File: config.mk
export PLATFORM = sky130hd
export DESIGN_NAME = fetch_stage
export DESIGN_NICKNAME = d
export VERILOG_FILES = /design/src/rtl/fetch_stage_pkg.sv /design/src/rtl/fetch_hold_buf.sv /design/src/rtl/fetch_stage.sv
export SDC_FILE = /design/constraint.sdc
export NUM_CORES = 1
export LEC_CHECK = 0
export BUFFER_PORTS_ARGS = -buffer_cell sky130_fd_sc_hd__buf_2
export CAP_MARGIN = 15
export CORE_MARGIN = 2
export CORE_UTILIZATION = 43
export DETAILED_ROUTE_END_ITERATION = 7
export GPL_TIMING_DRIVEN = 0
export PLACE_DENSITY_LB_ADDON = 0.15
export SYNTH_ARGS = -nofsm -noshare
export SYNTH_HDL_FRONTEND = slang
export SYNTH_SLANG_ARGS = --single-unit
File: constraint.sdc
create_clock -name clk_i -period 2.1 [get_ports clk_i]
set_input_delay 0.42 -clock clk_i [delete_from_list [all_inputs] [get_ports clk_i]]
set_output_delay 0.42 -clock clk_i [all_outputs]
set_load 0.02 [all_outputs]
File: src/rtl/fetch_stage_pkg.sv
// fetch_stage_pkg: shared definitions for the instruction-fetch stage.
//   - opcode encodings seen in the top 4 bits of an instruction word
//   - opcode field position for the default 16-bit instruction
//   - fetch FSM state encodings
package fetch_stage_pkg;

    // Opcode field position for a 16-bit instruction word.
    localparam int unsigned OpcHi = 15;
    localparam int unsigned OpcLo = 12;
    localparam int unsigned OpcW  = OpcHi - OpcLo + 1;

    typedef enum logic [OpcW-1:0] {
        OpAdd = 4'h0,
        OpSub = 4'h1,
        OpAnd = 4'h2,
        OpOr  = 4'h3,
        OpXor = 4'h4,
        OpSll = 4'h5,
        OpSrl = 4'h6,
        OpMul = 4'h7,
        OpLw  = 4'h8,
        OpSw  = 4'h9,
        OpBeq = 4'hA,
        OpJ   = 4'hB,
        OpJal = 4'hC,
        OpJr  = 4'hD
    } opcode_e;

    typedef enum logic [1:0] {
        StIdle = 2'd0,
        StReq  = 2'd1,
        StDrop = 2'd2
    } fetch_state_e;

endpackage

File: src/rtl/fetch_hold_buf.sv
// fetch_hold_buf: one-entry skid register parking a fetched {inst, pc_plus1}
// while decode is stalled.
// Ports:
//   clk_i, rst_i        clock, synchronous active-high reset
//   load_i              capture inst_i / pc_plus1_i, mark valid
//   drain_i             entry consumed, mark empty
//   clear_i             discard entry (redirect); wins over load/drain
//   inst_i, pc_plus1_i  entry to park
//   valid_o, inst_o, pc_plus1_o  parked entry
module fetch_hold_buf #(
    parameter int unsigned PC_W   = 16,
    parameter int unsigned INST_W = 16
) (
    input  logic              clk_i,
    input  logic              rst_i,
    input  logic              load_i,
    input  logic              drain_i,
    input  logic              clear_i,
    input  logic [INST_W-1:0] inst_i,
    input  logic [PC_W-1:0]   pc_plus1_i,
    output logic              valid_o,
    output logic [INST_W-1:0] inst_o,
    output logic [PC_W-1:0]   pc_plus1_o
);

    logic              valid_q, valid_d;
    logic [INST_W-1:0] inst_q, inst_d;
    logic [PC_W-1:0]   pc_plus1_q, pc_plus1_d;

    always_comb begin
        valid_d    = valid_q;
        inst_d     = inst_q;
        pc_plus1_d = pc_plus1_q;
        if (clear_i) begin
            valid_d = 1'b0;
        end else if (load_i) begin
            valid_d    = 1'b1;
            inst_d     = inst_i;
            pc_plus1_d = pc_plus1_i;
        end else if (drain_i) begin
            valid_d = 1'b0;
        end
    end

    always_ff @(posedge clk_i) begin
        if (rst_i) begin
            valid_q    <= 1'b0;
            inst_q     <= '0;
            pc_plus1_q <= '0;
        end else begin
            valid_q    <= valid_d;
            inst_q     <= inst_d;
            pc_plus1_q <= pc_plus1_d;
        end
    end

    assign valid_o    = valid_q;
    assign inst_o     = inst_q;
    assign pc_plus1_o = pc_plus1_q;

endmodule

File: src/rtl/fetch_stage.sv
// fetch_stage: owns the PC, issues instruction-memory requests and fills the
// IF/ID register. Handles hazard stalls (via a one-entry hold buffer) and
// redirects from the branch/jump resolving stage.
// Ports:
//   clk_i, rst_i                 clock, synchronous active-high reset
//   imem_req_o, imem_addr_o      fetch request / word address
//   imem_ready_i, imem_rdata_i   request accepted, instruction word
//   stall_i                      hold IF/ID (hazard)
//   redirect_valid_i/pc_i        one-cycle pulse: resume fetch at target
//   if_valid_o, if_inst_o        IF/ID contents
//   if_opcode_o                  top 4 bits of if_inst_o
//   if_pc_plus1_o                PC of if_inst_o + 1
module fetch_stage
    import fetch_stage_pkg::*;
#(
    parameter int unsigned     PC_W     = 16,
    parameter int unsigned     INST_W   = 16,
    parameter logic [PC_W-1:0] RESET_PC = '0
) (
    input  logic              clk_i,
    input  logic              rst_i,
    output logic              imem_req_o,
    output logic [PC_W-1:0]   imem_addr_o,
    input  logic              imem_ready_i,
    input  logic [INST_W-1:0] imem_rdata_i,
    input  logic              stall_i,
    input  logic              redirect_valid_i,
    input  logic [PC_W-1:0]   redirect_pc_i,
    output logic              if_valid_o,
    output logic [INST_W-1:0] if_inst_o,
    output logic [OpcW-1:0]   if_opcode_o,
    output logic [PC_W-1:0]   if_pc_plus1_o
);

    fetch_state_e      state_q, state_d;
    logic [PC_W-1:0]   pc_q, pc_d, pc_plus1;
    // Address of the request being dropped; keeps imem_addr stable in StDrop.
    logic [PC_W-1:0]   drop_addr_q, drop_addr_d;
    logic              if_valid_q, if_valid_d;
    logic [INST_W-1:0] if_inst_q, if_inst_d;
    logic [PC_W-1:0]   if_pc_plus1_q, if_pc_plus1_d;

    logic              hold_valid, hold_load, hold_drain, hold_clear;
    logic [INST_W-1:0] hold_inst;
    logic [PC_W-1:0]   hold_pc_plus1;

    logic              imem_req, accept, fetch_ok;

    assign pc_plus1 = pc_q + PC_W'(1);

    always_comb begin
        case (state_q)
            StReq:   imem_req = !hold_valid;
            StDrop:  imem_req = 1'b1;
            default: imem_req = 1'b0;
        endcase
    end

    assign accept   = imem_req && imem_ready_i;
    // Only accepts in StReq deliver a live instruction.
    assign fetch_ok = accept && (state_q == StReq);

    always_comb begin
        state_d       = state_q;
        pc_d          = pc_q;
        drop_addr_d   = drop_addr_q;
        if_valid_d    = if_valid_q;
        if_inst_d     = if_inst_q;
        if_pc_plus1_d = if_pc_plus1_q;
        hold_load     = 1'b0;
        hold_drain    = 1'b0;
        hold_clear    = 1'b0;

        if (redirect_valid_i) begin
            pc_d       = redirect_pc_i;
            if_valid_d = 1'b0;
            hold_clear = 1'b1;
            if (imem_req && !imem_ready_i) begin
                state_d = StDrop;
                if (state_q != StDrop) begin
                    drop_addr_d = pc_q;
                end
            end else begin
                state_d = StReq;
            end
        end else begin
            case (state_q)
                StIdle:  state_d = StReq;
                StReq:   if (accept) pc_d = pc_plus1;
                StDrop:  if (accept) state_d = StReq;
                default: state_d = StIdle;
            endcase

            if (!stall_i) begin
                if (hold_valid) begin
                    if_valid_d    = 1'b1;
                    if_inst_d     = hold_inst;
                    if_pc_plus1_d = hold_pc_plus1;
                    hold_drain    = 1'b1;
                end else if (fetch_ok) begin
                    if_valid_d    = 1'b1;
                    if_inst_d     = imem_rdata_i;
                    if_pc_plus1_d = pc_plus1;
                end else begin
                    if_valid_d = 1'b0;
                end
            end else if (fetch_ok) begin
                // Park even when IF/ID is empty so an accepted word is never lost.
                hold_load = 1'b1;
            end
        end
    end

    always_ff @(posedge clk_i) begin
        if (rst_i) begin
            state_q       <= StIdle;
            pc_q          <= RESET_PC;
            drop_addr_q   <= '0;
            if_valid_q    <= 1'b0;
            if_inst_q     <= '0;
            if_pc_plus1_q <= '0;
        end else begin
            state_q       <= state_d;
            pc_q          <= pc_d;
            drop_addr_q   <= drop_addr_d;
            if_valid_q    <= if_valid_d;
            if_inst_q     <= if_inst_d;
            if_pc_plus1_q <= if_pc_plus1_d;
        end
    end

    fetch_hold_buf #(
        .PC_W   (PC_W),
        .INST_W (INST_W)
    ) u_hold_buf (
        .clk_i      (clk_i),
        .rst_i      (rst_i),
        .load_i     (hold_load),
        .drain_i    (hold_drain),
        .clear_i    (hold_clear),
        .inst_i     (imem_rdata_i),
        .pc_plus1_i (pc_plus1),
        .valid_o    (hold_valid),
        .inst_o     (hold_inst),
        .pc_plus1_o (hold_pc_plus1)
    );

    assign imem_req_o    = imem_req;
    assign imem_addr_o   = (state_q == StDrop) ? drop_addr_q : pc_q;
    assign if_valid_o    = if_valid_q;
    assign if_inst_o     = if_inst_q;
    assign if_opcode_o   = if_inst_q[INST_W-1 -: OpcW];
    assign if_pc_plus1_o = if_pc_plus1_q;

endmodule

[Yosys cells after proc, flatten, opt, wreduce, memory -nomap -nowiden]
Cells that the tools add are included.
Widths: inputs -> output; s select.
Storage, ports and cells
  bits of input ports: 37
  bits in registers: 100
Operators by class
  bitwise gates (word level): 3
  reduce and logical (&&, ||, !) cells: 17
  mux-type cells: 23
  eq/ne operators: 5
  add/subtract/negate cells: 1
Operators by type and width (count)
  $mux 16: 8
  $add 16x1->16 const B: 1
  $mux 1: 10
  $reduce_bool 2->1: 4
  $mux 2: 3
  $pmux 2 s3: 1
  $reduce_and 2->1: 3
  $reduce_and 3->1: 2
  $ne 2x2->1 const B: 2
  $reduce_or 2->1: 2
  $logic_and 1x1->1: 3
  $ne 3x3->1 const B: 1
  $not 1->1: 3
  $eq 2x1->1 const B: 1
  $eq 2x2->1 const B: 1
  $logic_not 1->1: 2
  $logic_not 2->1: 1
  $pmux 1 s2: 1

[Logic depth before layout (Yosys ltp)]
  depth after elaboration: 8
  depth in mapped cells: 9

[Cells and area by module]
Synthesis repeated with hierarchy kept, for this count alone.
Second synthesis, totals
  cells, all modules: 565
  area, all modules: 5102.4 µm²
Modules (own cells, without submodules)
  fetch_stage: seq. area each 1341.3 µm², area each 3602.2 µm², times used 1, cells an instance 416
  fetch_hold_buf: seq. area each 660.6 µm², area each 1500.2 µm², times used 1, cells an instance 149

[Worst setup path before layout]
Ideal clock, no wire load.
  path type: register to register
  from: register state_q[0]
  to: register pc_q[12]
  setup time: 0.091 ns
  required time: 2.009 ns
  arrival time: 1.931 ns
  path slack: 0.078 ns
  cell stages (with the launch flop): 7
  period minus slack after synthesis: 2.022 ns
  cells stage by stage: dfxtp_1 inv_1 ha_1 nand3_1 nor4_2 or3b_1 a311oi_1
On the way
  longest elaborated chain between the ends: 5
RTL lines
  start: declaration: line fetch_stage.sv:35  | fetch_state_e state_q, state_d;
  start signal: assignment: line fetch_stage.sv:116  | state_q <= StIdle;
  start signal: assignment: line fetch_stage.sv:123  | state_q <= state_d;
  $eq 2x2->1 / $eq 2x1->1 (equally long branches): line fetch_stage.sv:52, fetch_stage.sv:87
  $pmux 1 s2: line fetch_stage.sv:52  | case (state_q)
  $logic_and 1x1->1: line fetch_stage.sv:59  | assign accept = imem_req && imem_ready_i;
  $reduce_bool 2->1 (no source line)
  $reduce_and 2->1 (no source line) *
  end signal: assignment: line fetch_stage.sv:124  | pc_q <= pc_d;
  end: declaration: line fetch_stage.sv:36  | logic [PC_W-1:0] pc_q, pc_d, pc_plus1;
Every way passes the cells marked *; elsewhere a longest branch is shown, timed or not.
A chain may end at the register's enable or synchronous reset.

[Worst setup path after layout]
  from: register state_q[1]
  to: output imem_req_o
On the way
  longest elaborated chain between the ends: 2
RTL lines
  $eq 2x2->1 / $eq 2x1->1 (equally long branches): line fetch_stage.sv:52
  $pmux 1 s2 *: line fetch_stage.sv:52
  end: declaration: line fetch_stage.sv:22  | output logic imem_req_o,
Marks and branches as above.

==> key figures <==
Route
  • WL final: 13.58 mm
  • Vias post-DR: 4498
  • Drt pass-1 iters: 5
  • Antenna Nets Post-Route: 0
  • Routed vias/inst: 5.637
  • Initial DRC count: 269
  • WL/cell: 17.02 um
  • DRC Markers: 0

Global route
  • Vias in the first global route: 4155
  • First-pass GRT wire length: 21.00 mm
  • Global Route met3 Usage: 0.03496
  • Gr busiest metal: met2
  • Met1 Use GR: 0.3151
  • Largest net degree at the start of global routing: 18
  • Grt ovf: 0
  • M2 GR Usage: 0.3665
  • Initial antenna violation count: 0
  • GRT Total Usage: 0.2306

Clock tree
  • Total CTS buffers: 9
  • CTS tree: done
  • Maximum buffer depth of the clock tree: 2
  • Worst-skew pair later-pin latency: 380 ps
  • H-tree Lvls: 3
  • TritonCTS Sinks: 100
  • Reg clk slew, reported paths: 110 ps
  • CTS root buffer: clkbuf_8
  • Hold-fix buffers, CTS: 0

Finish
  • Final #Nets: 694
  • Commonest non-fill, non-tap cell in the layout: dfxtp_1
  • Final std cell area, no fill: 5783 sq um
  • Fillers: 1054
  • Layout area overhead: 23.19%
  • Ant diodes: 0
  • Most frequent cells in the layout: 95 x dfxtp_1, 87 x buf_2, 65 x nor2_1
  • Share of cells above drive strength 1: 0.2584
  • Final std cells w/o fill: 798

Die
  • Core area: 10750 sq um
  • DIE HEIGHT: 108.5 um
  • Initial Util: 0.4369
  • Top Ports: 91
  • Row cnt: 38
  • Die W: 108.5 um
  • Die area: 11770 sq um

Run
  • Max-cap violation count: 0

Synth
  • Synthesized area: 4695 sq um
  • Mean Syn Cell Area: 8.535 sq um
  • Register area share after synthesis: 0.4264
  • Ys async rst share: 0
  • Synth unique cells: 50
  • YS warnings: 0
  • Post-Syn Nets: 591
  • #FFs+latches synth: 100
  • Post-synth EDFFs: 0
  • Top_reg_cell synth: dfxtp_1
  • Post-Synthesis Cells: 550

Run status
  • Outcome: finished with violations
  • Violated checks: setup timing

Pwr
  • Leakage: 2.098 nW
  • Worst VDD drop: 0.3091 mV
  • Pwr Total: 3.795 mW
  • PD cells: 656.3 nW/um^2

Timing
  • Skew final: 9.896 ps
  • Fin. max-slew vios: 0
  • Final worst slack: -7.029 ps
  • Maximum clock rate: 0.4746 GHz
  • Slew margin rel.: 0.5154
  • Finish-stage setup viols: 1
  • RSZ-0062 raised after global routing: true
  • Final Hold Fails: 0
  • Post-route minimum period: 2107 ps
  • Final period util: 1.003
  • Worst-Margin Slew: 726.9 ps

Worst hold path
  • Min-delay src: imem_rdata_i[4]
  • Worst min-delay path class: input pin to register
  • Worst hold path depth: 3
  • Worst Hold End: u_hold_buf.inst_o[4]

Placed design
  • Pre-CTS WS: -464.8 ps
  • Port Buffer Count: 89
  • Placed cells: 779
  • Dpl hpwl: 9.630 mm
  • Post-DP Area: 5315 sq um
  • RePlAce Congestion: 0.8646

Setup path
  • Critical path peak fanout: 5
  • R2R cell count: 6
  • Critical Path AT: 1690 ps
  • Startpoint types: register
  • FF-to-FF Start: state_q[1]
  • Critical-path cell list: inv_1 -> ha_2 -> nor2b_1 -> o21a_1 -> buf_2
  • CP Capture Type: primary output
  • R2r setup slk: 50 ps
  • End of the worst register-to-register path: pc_q[12]
  • Slowest stage cell, crit path: dfxtp_2
  • Slowest stage delay, CP: 350 ps
  • Setup CP Type: register to primary output
  • Critical path required time: 1680 ps
-- area by class of cell --
| type | instances | area, sq um | area share |
|---|---|---|---|
| plain buffers | 51 | 272.8 | 0.04717 |
| clock buffers | 10 | 137.6 | 0.02380 |
| clock inverters | 6 | 68.82 | 0.01190 |
| inverters | 13 | 51.30 | 0.008871 |
| multi-input cells | 382 | 2512 | 0.4344 |
| flip-flops and latches | 100 | 2013 | 0.3481 |
| well taps | 140 | 175.2 | 0.03029 |
| repair buffers | 96 | 551.8 | 0.09541 |
-- worst max-delay path, delay by kind of cell (launching register included) --
kind | cells | cell delay (ps)
simple gates | 1 | 210
buf+inv | 2 | 290
compound gates | 1 | 200
flops | 1 | 350
fa+ha+maj | 1 | 260
-- through the flow --
step                      TNS [ps]  hold WS, ps  utilization
final                       -7.029        270.3       0.5382
after global routing        -208.2        284.9       0.5382
after CTS                        0        263.6       0.5257
after detailed placement    -20030        446.7       0.4946
after global placement      -14490        441.0       0.4946
after floorplan                  0        433.7            -
-- cells in the mapped netlist (all sizes together), types with 2 or more instances --
library cell,n,share of area
dfxtp,100,0.43
nor2,65,0.052
nand2,59,0.047
clkbuf,38,0.030
a211oi,34,0.054
mux2i,33,0.070
a21oi,26,0.028
nor3,26,0.028
buf,17,0.021
xnor2,14,0.026
mux2,12,0.029
nand3,12,0.013
inv,11,0.0088
nor4,10,0.015
o21ai,10,0.011
nand4,9,0.013
a311oi,5,0.0093
a31oi,5,0.0067
nand2b,5,0.0067
o211ai,5,0.0080
o41ai,5,0.0093
or3,5,0.0067
ha,4,0.011
o21a,4,0.0064
o221ai,4,0.0075
o31a,4,0.0075
and4,3,0.0056
nor2b,3,0.0040
o221a,3,0.0072
and3,2,0.0027
clkinv,2,0.0016
nor4b,2,0.0037
-- flip-flops by register name, indices dropped and copies added, names as in the netlist --
register,count
pc_q,16
state_q,2
u_hold_buf.pc_plus1_o,16
u_hold_buf.inst_o,16
if_inst_o,16
drop_addr_q,16
u_hold_buf.valid_o,1
if_valid_o,1
if_pc_plus1_o,16
-- what timing repair did --
action                     in CTS  in global routing
gates resized for setup        27                 44
setup endpoints to repair      85                 45
pin swaps                       3                  1
gates cloned                    0                  1
buffers inserted                5                  1
-- report_power, final --
part           switching [mW]  internal (mW)  total [mW]
Sequential             0.0382           1.94        1.98
Clock                   0.728          0.593        1.32
Combinational           0.299          0.197       0.496
Total                    1.06           2.73        3.80
-- per-layer routing --
layer | vias up | part of all wire
li1 | 2174 | -
met1 | 2146 | 0.45
met2 | 150 | 0.46
met3 | 28 | 0.061
met4 | 0 | 0.021
met5 | - | 0
-- logic make-up (layout without fill, tap and decap cells) --
kind of cell | after synthesis | after routing | share of synthesized area
xor+xnor | 15 | 15 | 0.02799
buf+inv | 68 | 176 | 0.06157
compound gates | 114 | 114 | 0.1711
mux | 45 | 45 | 0.09915
flops | 100 | 100 | 0.4264
simple gates | 204 | 204 | 0.2031
fa+ha+maj | 4 | 4 | 0.01066
-- worst max path at each step --
| stage | slack [ps] | to | depth (start not counted) | start |
|---|---|---|---|---|
| 2_1_floorplan | 80 | pc_q[12] | 6 | state_q[0] |
| 3_3_place_gp | -430 | if_pc_plus1_o[6] | 7 | state_q[0] |
| 3_5_place_dp | -460 | if_pc_plus1_o[6] | 7 | state_q[0] |
| 4_1_cts | 5 | if_inst_o[13] | 7 | state_q[1] |
| 5_1_grt | -70 | imem_req_o | 5 | state_q[1] |
| 6_report | -7 | imem_req_o | 5 | state_q[1] |
No activity file was read; power rests on OpenSTA's default activity.
